==> config.mk <==
export PLATFORM = sky130hd
export DESIGN_NAME = wb_arbiter
export DESIGN_NICKNAME = d
export VERILOG_FILES = /design/src/rtl/wb_pkg.sv /design/src/rtl/wb_src_buf.sv /design/src/rtl/wb_arbiter.sv
export SDC_FILE = /design/constraint.sdc
export NUM_CORES = 1
export LEC_CHECK = 0
export BUFFER_PORTS_ARGS = -buffer_cell sky130_fd_sc_hd__buf_4
export CORE_MARGIN = 2
export CORE_UTILIZATION = 35
export CTS_CLUSTER_DIAMETER = 100
export CTS_CLUSTER_SIZE = 16
export DETAILED_ROUTE_END_ITERATION = 8
export PLACE_DENSITY_LB_ADDON = 0.12
export SETUP_SLACK_MARGIN = 0.1
export SYNTH_ARGS = -nofsm -noshare
export SYNTH_HDL_FRONTEND = slang
export SYNTH_SLANG_ARGS = --single-unit
==> constraint.sdc <==
create_clock -name clock -period 10.2 [get_ports clock]
set_input_delay 0.51 -clock clock [delete_from_list [all_inputs] [get_ports clock]]
set_output_delay 0.51 -clock clock [all_outputs]
set_load 0.02 [all_outputs]
==> src/rtl/wb_pkg.sv <==
// Shared writeback types: buffered result entry, source indices and the
// wrap-aware ROB age compare used by the flush logic.
`ifndef INSTR_ID_WIDTH
`define INSTR_ID_WIDTH 4
`endif
`ifndef PREG_RANGE
`define PREG_RANGE 5:0
`endif

package wb_pkg;
  localparam int WB_DATA_W = 64;
  localparam int ROBID_W   = `INSTR_ID_WIDTH + 1;
  localparam int NUM_SRC   = 3;

  typedef logic [`PREG_RANGE]   preg_t;
  typedef logic [ROBID_W-1:0]   robid_t;
  typedef logic [1:0]           src_idx_t;

  localparam src_idx_t ALU = 2'd0;
  localparam src_idx_t MUL = 2'd1;
  localparam src_idx_t LSU = 2'd2;

  typedef struct packed {
    logic                 need_to_wb;
    preg_t                prd;
    logic [WB_DATA_W-1:0] data;
    robid_t               robid;
  } wb_entry_t;

  // MSB is the wrap bit; a differing wrap bit inverts the index compare.
  function automatic logic robid_younger(input robid_t a, input robid_t b);
    logic [ROBID_W-2:0] ai, bi;
    ai = a[ROBID_W-2:0];
    bi = b[ROBID_W-2:0];
    return (a[ROBID_W-1] != b[ROBID_W-1]) ^ (ai > bi);
  endfunction
endpackage

==> src/rtl/wb_src_buf.sv <==
// Two-entry flushable FIFO holding one source's results; entry 0 is the head.
module wb_src_buf
  import wb_pkg::*;
(
  input  logic      clock,
  input  logic      reset,
  input  logic      in_valid,
  input  wb_entry_t in_entry,
  output logic      in_ready,
  input  logic      pop,
  input  logic      flush_valid,
  input  robid_t    flush_robid,
  output logic      head_valid,
  output wb_entry_t head
);
  wb_entry_t  ent_q [2];
  wb_entry_t  ent_d [2];
  logic [1:0] vld_q, vld_d;
  logic       push, keep0, keep1, keepn;

  assign in_ready   = ~&vld_q;
  assign push       = in_valid && in_ready;
  assign head_valid = vld_q[0];
  assign head       = ent_q[0];

  // Survivors (old head, old tail, incoming) are compacted in age order.
  always_comb begin
    keep0 = vld_q[0] && !pop && !(flush_valid && robid_younger(ent_q[0].robid, flush_robid));
    keep1 = vld_q[1] && !(flush_valid && robid_younger(ent_q[1].robid, flush_robid));
    keepn = push && !(flush_valid && robid_younger(in_entry.robid, flush_robid));
    ent_d[0] = keep0 ? ent_q[0] : (keep1 ? ent_q[1] : in_entry);
    ent_d[1] = (keep0 && keep1) ? ent_q[1] : in_entry;
    vld_d[0] = keep0 | keep1 | keepn;
    vld_d[1] = (keep0 & keep1) | (keep0 & keepn) | (keep1 & keepn);
  end

  always_ff @(posedge clock) begin
    if (reset) vld_q <= '0;
    else       vld_q <= vld_d;
    ent_q <= ent_d;
  end
endmodule

==> src/rtl/wb_arbiter.sv <==
// Writeback arbiter: three buffered sources onto two registered broadcast
// ports; ALU owns port 0 when present, MUL/LSU share the rest round-robin.
module wb_arbiter
  import wb_pkg::*;
#(
  parameter int DATA_WIDTH = 64,
  parameter int BUF_DEPTH  = 2
) (
  input  logic                      clock,
  input  logic                      reset,
  input  logic                      alu_valid,
  output logic                      alu_ready,
  input  logic                      alu_need_to_wb,
  input  logic [`PREG_RANGE]        alu_prd,
  input  logic [DATA_WIDTH-1:0]     alu_data,
  input  logic [`INSTR_ID_WIDTH:0]  alu_robid,
  input  logic                      mul_valid,
  output logic                      mul_ready,
  input  logic                      mul_need_to_wb,
  input  logic [`PREG_RANGE]        mul_prd,
  input  logic [DATA_WIDTH-1:0]     mul_data,
  input  logic [`INSTR_ID_WIDTH:0]  mul_robid,
  input  logic                      lsu_valid,
  output logic                      lsu_ready,
  input  logic                      lsu_need_to_wb,
  input  logic [`PREG_RANGE]        lsu_prd,
  input  logic [DATA_WIDTH-1:0]     lsu_data,
  input  logic [`INSTR_ID_WIDTH:0]  lsu_robid,
  output logic                      writeback0_valid,
  output logic                      writeback0_need_to_wb,
  output logic [`PREG_RANGE]        writeback0_prd,
  output logic [DATA_WIDTH-1:0]     writeback0_data,
  output logic [`INSTR_ID_WIDTH:0]  writeback0_robid,
  output logic                      writeback1_valid,
  output logic                      writeback1_need_to_wb,
  output logic [`PREG_RANGE]        writeback1_prd,
  output logic [DATA_WIDTH-1:0]     writeback1_data,
  output logic [`INSTR_ID_WIDTH:0]  writeback1_robid,
  input  logic                      flush_valid,
  input  logic [`INSTR_ID_WIDTH:0]  flush_robid
);
  if (BUF_DEPTH != 2) begin : g_bad_depth
    $error("wb_arbiter: only BUF_DEPTH=2 is supported");
  end
  if (DATA_WIDTH > WB_DATA_W) begin : g_bad_width
    $error("wb_arbiter: DATA_WIDTH exceeds wb_entry_t data field");
  end

  logic [NUM_SRC-1:0]      in_vld, in_rdy, head_vld, pop;
  wb_entry_t [NUM_SRC-1:0] in_ent, head;

  assign in_vld      = {lsu_valid, mul_valid, alu_valid};
  assign in_ent[ALU] = '{need_to_wb: alu_need_to_wb, prd: alu_prd, data: WB_DATA_W'(alu_data), robid: alu_robid};
  assign in_ent[MUL] = '{need_to_wb: mul_need_to_wb, prd: mul_prd, data: WB_DATA_W'(mul_data), robid: mul_robid};
  assign in_ent[LSU] = '{need_to_wb: lsu_need_to_wb, prd: lsu_prd, data: WB_DATA_W'(lsu_data), robid: lsu_robid};
  assign alu_ready   = in_rdy[ALU];
  assign mul_ready   = in_rdy[MUL];
  assign lsu_ready   = in_rdy[LSU];

  for (genvar s = 0; s < NUM_SRC; s++) begin : g_buf
    wb_src_buf u_buf (
      .clock       (clock),
      .reset       (reset),
      .in_valid    (in_vld[s]),
      .in_entry    (in_ent[s]),
      .in_ready    (in_rdy[s]),
      .pop         (pop[s]),
      .flush_valid (flush_valid),
      .flush_robid (flush_robid),
      .head_valid  (head_vld[s]),
      .head        (head[s])
    );
  end

  // rr_q: 0 favours MUL, 1 favours LSU
  logic           rr_q, rr_d, both;
  logic [1:0]     gnt_vld, gnt_live;
  src_idx_t [1:0] gnt_src;
  src_idx_t       rr_src, alt_src, win_src;

  always_comb begin
    both    = head_vld[MUL] && head_vld[LSU];
    rr_src  = rr_q ? LSU : MUL;
    alt_src = rr_q ? MUL : LSU;
    win_src = both ? rr_src : (head_vld[MUL] ? MUL : LSU);
    gnt_vld = '0;
    gnt_src = {MUL, ALU};
    rr_d    = rr_q;
    if (head_vld[ALU]) begin
      gnt_vld[0] = 1'b1;
      gnt_src[0] = ALU;
      gnt_vld[1] = head_vld[MUL] || head_vld[LSU];
      gnt_src[1] = win_src;
      if (both) rr_d = ~rr_q;  // one of the pair lost: point at it
    end else begin
      gnt_vld[0] = head_vld[MUL] || head_vld[LSU];
      gnt_src[0] = win_src;
      gnt_vld[1] = both;
      gnt_src[1] = alt_src;
    end
    pop      = '0;
    gnt_live = '0;
    for (int n = 0; n < 2; n++) begin
      if (gnt_vld[n]) pop[gnt_src[n]] = 1'b1;
      // flushed grants still pop but never reach the port
      gnt_live[n] = gnt_vld[n] &&
                    !(flush_valid && robid_younger(head[gnt_src[n]].robid, flush_robid));
    end
  end

  logic [1:0]      wb_vld_q;
  wb_entry_t [1:0] wb_q;

  always_ff @(posedge clock) begin
    if (reset) begin
      rr_q     <= 1'b0;
      wb_vld_q <= '0;
    end else begin
      rr_q     <= rr_d;
      wb_vld_q <= gnt_live;
    end
    for (int n = 0; n < 2; n++) wb_q[n] <= head[gnt_src[n]];
  end

  assign writeback0_valid      = wb_vld_q[0];
  assign writeback0_need_to_wb = wb_q[0].need_to_wb;
  assign writeback0_prd        = wb_q[0].prd;
  assign writeback0_data       = wb_q[0].data[DATA_WIDTH-1:0];
  assign writeback0_robid      = wb_q[0].robid;
  assign writeback1_valid      = wb_vld_q[1];
  assign writeback1_need_to_wb = wb_q[1].need_to_wb;
  assign writeback1_prd        = wb_q[1].prd;
  assign writeback1_data       = wb_q[1].data[DATA_WIDTH-1:0];
  assign writeback1_robid      = wb_q[1].robid;
endmodule

* Yosys cells after proc, flatten, opt, wreduce, memory -nomap -nowiden
Cells that the tools add are included.
** Cells by class
- $lt $le $gt $ge :: 15
- Eq/ne operators :: 11
- Muxes and demuxes :: 19
- Bitwise gates (word level) :: 34
- Reductions and logical operators :: 56
** Operators by type and width (count)
- $mux W76 :: 5
- $bmux W76 S2 :: 2
- $gt A4 B4 Y1 :: 11
- $logic_and A1 B1 Y1 :: 34
- $logic_not A1 Y1 :: 17
- $or A1 B1 Y1 :: 12
- $ne A1 B1 Y1 :: 11
- $xor A1 B1 Y1 :: 11
- $mux W2 :: 5
- $and A1 B1 Y1 :: 9
- $reduce_and A2 Y1 :: 4
- $lt A2 B3 Y1 const B :: 2
- $mux W3 :: 2
- $demux W1 S2 :: 2
- $ge A2 B1 Y1 const B :: 2
- $mux W4 :: 1
- $or A3 B3 Y3 :: 1
- $mux W1 :: 2
- $logic_or A1 B1 Y1 :: 1
- $not A1 Y1 :: 1
** Storage, ports and cells
- Register bits :: 617
- Input bits :: 239
- Logic and storage cells :: 172

* Logic depth before layout (Yosys ltp)
- Depth after elaboration :: 16
- Depth in mapped cells :: 12
- Mapped depth without buffers :: 11

* Hierarchy
Synthesis repeated with hierarchy kept, for this count alone.
** Second synthesis, totals
- Cells, all modules :: 1662
- Area total of the unflattened synthesis :: 25470.7 sq um
** By module, submodules not included
- wb_src_buf :: instances 3, cells each 369, area an instance 6495.0 sq um, seq. area each 4604.4 sq um
- wb_arbiter :: instances 1, cells each 555, area an instance 5985.7 sq um, seq. area each 3103.0 sq um

* Worst setup path before layout
No wires, ideal clock.
- Path kind :: input to register
- From :: input flush_robid[2]
- To :: register g_buf[2].u_buf.ent_q[0] (netlist name), enable pin
- Arrival time :: 8502 ps
- Required time :: 9799 ps
- Path slack :: 1296 ps
- Stages on the path :: 8
- Cells stage by stage :: inv_1 ha_1 a211oi_1 o21ai_0 o221ai_1 xnor2_1 o21ai_0 or2_2
** Between the ends
- Longest elaborated chain between the ends :: 6
- Elaborated cells on any way between the ends :: 11
- Classes of those cells :: order compare: 2; bitwise: 2; reduce/logical: 7
** RTL lines
- start: declaration :: RTL line wb_arbiter.sv:40 : input logic [`INSTR_ID_WIDTH:0] flush_robid
- $gt A4 B4 Y1 :: RTL line wb_pkg.sv:35 : return (a[ROBID_W-1] != b[ROBID_W-1]) ^ (ai > bi);
- $xor A1 B1 Y1 :: RTL line wb_pkg.sv:35
- $logic_and A1 B1 Y1, on equally long branches :: RTL line wb_src_buf.sv:28, wb_src_buf.sv:29
- $logic_not A1 Y1, on equally long branches :: RTL line wb_src_buf.sv:28, wb_src_buf.sv:29
- $logic_and A1 B1 Y1, on equally long branches :: RTL line wb_src_buf.sv:28, wb_src_buf.sv:29
- $logic_and A1 B1 Y1 (*) :: RTL line wb_src_buf.sv:32 : ent_d[1] = (keep0 && keep1) ? ent_q[1] : in_entry;
- end signal: assignment :: RTL line wb_src_buf.sv:40 : ent_q <= ent_d;
- end: declaration :: RTL line wb_src_buf.sv:16 : wb_entry_t ent_q [2];
Every way passes the cells marked *; elsewhere a longest branch is shown, timed or not.
A chain may end at the register's enable or synchronous reset.

* Final worst setup path
- From :: register g_buf[2].u_buf.ent_q[1] (netlist name)
- To :: register g_buf[2].u_buf.ent_q[40] (netlist name), enable pin
** Between the ends
- Longest elaborated chain between the ends :: 6
** RTL lines
- $gt A4 B4 Y1 :: RTL line wb_pkg.sv:35
- $xor A1 B1 Y1 :: RTL line wb_pkg.sv:35
- $logic_and A1 B1 Y1 :: RTL line wb_src_buf.sv:29 : keep1 = vld_q[1] && !(flush_valid && robid_younger(ent_q[1].robid, flush_robid));
- $logic_not A1 Y1 :: RTL line wb_src_buf.sv:29
- $logic_and A1 B1 Y1 :: RTL line wb_src_buf.sv:29
- $logic_and A1 B1 Y1 :: RTL line wb_src_buf.sv:32
Every way passes these cells.

==> parameters.txt <==
Parameter                              Value

GRT
  Remaining global-route overflow    0
  Pin count of the biggest net entering global routing    72
  Vias in the first global route    about 14000
  Combined global-route utilization of all metal layers    17.3%
  Wire length of the first global-routing pass    89.6 mm
  Initial antenna violation count    11

Timing
  Tcrit/Tclk final    37.5%
  Post-route setup TNS    0 ns
  Unrepaired setup endpoints after global routing    false
  Rel. slew slack    16.9%
  Highest clock frequency the design can meet    0.261 GHz
  Setup violation total in the final timing report    0
  Worst hold-check slack    around 0.11 ns
  Number of hold violations in the final report    0
  Count of final max-slew check failures    0
  Pin slew with the least headroom to its limit    1.25 ns
  Clock period minus final worst setup slack    3.82 ns
  Worst clock skew    0.0220 ns

Synth
  Synth warn    0
  Syn Inst Count    1326
  Count of flip-flops with a built-in enable after synthesis    456
  Commonest register cell after synthesis    edfxtp_1
  Mean cell area of the mapped netlist    17.6 sq um
  Most common library cells after synthesis    456 x edfxtp_1, 261 x mux2_2, 161 x dfxtp_1
  Leading cell type by number of instances after synthesis    edfxtp_1
  Top cells by area, synth    edfxtp_1 59%, dfxtp_1 14%, mux2_2 13%
  Sequential area share after synthesis    72.5%
  Share of flip-flops with an asynchronous set or reset    0%
  Synth unique cells    57
  Post-synth top area share    58.7%
  Flip-flop and latch count after synthesis    617
  Cell taking the most area after synthesis    edfxtp_1
  Post-synthesis instance area    23300 sq um

Flow run
  Number of maximum-capacitance constraint violations    0

Clock network
  CTS tree    yes
  Number of clock buffers inserted by TritonCTS    44
  Hold-fix buffer count after cts    0
  CTS sink cnt    617
  Clock root buffer master    clkbuf_16
  Buffers inserted by post-CTS timing repair    0
  Maximum level of the CTS H-tree    2
  Cells resized by post-CTS repair    0
  Number of buffers on the longest clock path    3
  Clock latency at the later pin of the worst-skew pair    0.59 ns
  Clock slew at the register clock pins of the worst setup and hold paths    around 0.080 ns

Layout
  Area used by multi-input combinational logic    6300 sq um
  Area growth from synthesis to final layout    24.4%
  Layout fillers    6045
  Ratio of cells with drive above 1 in the final layout    around two fifths
  Net count reported at finish    2151
  FF/Latch Area    16900 sq um

Power and ir drop
  Leakage power of the design    11.7 nW
  Total power    5.22 mW
  Power density cells    180 nW/um^2
  Worst-case vdd ir drop    0.108 mV

Drt
  Detailed Route Iter0 Violations    between 1000 and 1500
  Routed Wire Length    60.7 mm
  Drt drc    0
  Via/cell ratio    4.79
  Number of detailed-routing iterations run before antenna repair    6
  WL/cell    21.9 um
  Routed vias    13267
  Antenna violation net count after detailed routing    0

Placed design
  Last weighted congestion value of the routability-driven placer    0.731
  HPWL after detailed placement    38.8 mm
  Port Buffer Count    395

Critical path
  Category of the critical setup timing path    register to register
  Data arrival time of the critical path    4.02 ns
  CP max FO    57
  Crit path max-delay cell type    buf_4
  Cell chain of the critical path    ha_1 > a2111oi_2 > o21a_1 > nor2_1 > o21ai_4 > or2_4 > buf_4
  Number of buffers and inverters on the critical path    1
  Family with the most delay on the worst path    compound AO/OA/AOI/OAI gates
  Critical path capture point type    register
  Startpoint class of the critical path    register
  Delay of the slowest cell on the worst path    0.83 ns
  Worst EP required    10.40 ns

Floorplanning
  Horizontal die dimension    262 um
  Number of placement rows    94
  Starting density of the core    35.4%
  Area of the die    68800 sq um
  Boundary Pins    396
  Floorplan core area    65900 sq um
  Die span in y    262 um

Worst hold path
  Hold crit path type    primary input to register

Status
  Status    finished clean
## worst reg2reg max path, delay by kind of cell (launching register included)
family | cells | cell delay, ns
adder cells (fa/ha/maj) | 1 | 0.34
flip-flops | 1 | 0.42
buffers and inverters | 1 | 0.83
AND/OR/NAND/NOR | 2 | 0.53
AO/OA/AOI/OAI | 3 | 1.23
## final timing paths
check / to / from / depth (start not counted) / slack (ns)
hold reg to reg: writeback0_data[12] / g_buf[1].u_buf.head[17] / 2 / 0.48
hold / removal: g_buf[1].u_buf.ent_q[7] / mul_data[2] / 1 / 0.11
setup / recovery: g_buf[2].u_buf.ent_q[40] / g_buf[2].u_buf.ent_q[1] / 7 / 6.38
setup reg to reg: g_buf[2].u_buf.ent_q[40] / g_buf[2].u_buf.ent_q[1] / 7 / 6.38
## metrics by stage
| stage | setup slack (ns) | cell area (sq um) | instances | utilization [%] |
|---|---|---|---|---|
| 2_1_floorplan | 1.30 | 23900 | 1477 | - |
| 3_3_place_gp | 5.79 | 27700 | 2690 | 42.1 |
| 3_5_place_dp | 5.77 | 27700 | 2690 | 42.1 |
| 4_1_cts | 6.32 | 29000 | 2770 | 44.1 |
| 5_1_grt | 6.22 | 29000 | 2771 | 44.1 |
| 6_report | 6.38 | 29000 | 2772 | 44.1 |
## flip-flops by register name, indices dropped and copies added (netlist names), 2 cells and up
register	cells
writeback0_data	64
writeback0_prd	6
g_buf.u_buf.vld_q	6
writeback1_data	64
writeback0_robid	5
g_buf.u_buf.ent_q	228
writeback1_robid	5
wb_vld_q	2
g_buf.u_buf.head	228
writeback1_prd	6
## per-layer routing
metal  wire length, um  track usage (%)  part of all wire [%]  vias up
met4              1250             4.12                   2.1       20
li1                  -                -                     -     6077
met3              4200             4.49                   6.9       90
met5               130                0                  0.21        -
met1             26300             22.8                    43     6685
met2             28800             28.6                    48      395
## layout by cell type, fill, tap and decap left out, drive strengths merged, types with 2 or more instances in the layout
cell type,n
edfxtp,456
buf,409
mux2,300
dfxtp,161
conb,152
inv,98
clkbuf,79
a222oi,72
ha,40
a21oi,13
nand2,13
o21ai,10
xnor2,9
nor2,9
o22ai,8
nand3,8
xor2,7
nor2b,7
o21a,6
nand4,5
nor3,5
and4,4
a211oi,4
o211ai,3
mux2i,3
diode,2
a2111oi,2
or2,2
## logic make-up after synthesis
family	after synthesis	share of synthesized area [%]
flip-flops	617	72.5
multiplexers	303	15.2
buffers and inverters	159	3.22
AO/OA/AOI/OAI	131	4.86
AND/OR/NAND/NOR	58	1.35
adder cells (fa/ha/maj)	41	2.19
XOR/XNOR	16	0.681
other	1	0.0161
## report_power, final
| group | switching [mW] | leakage, nW | internal [mW] | total, mW |
|---|---|---|---|---|
| clock network | 0.849 | 0.615 | 0.863 | 1.71 |
| registers | 0.0732 | 6.06 | 2.88 | 2.95 |
| logic | 0.287 | 5.05 | 0.263 | 0.549 |
## final cells by class
class | count | share of cell area, %
flip-flops and latches | 617 | 58.2
multi-input cells | 701 | 21.7
repair buffers | 409 | 10.6
clock buffers | 79 | 4.35
well taps | 864 | 3.72
inverters | 99 | 1.29
clock inverters | 1 | 0.103
diodes | 2 | 0.0172
No activity file was read; power rests on OpenSTA's default activity.
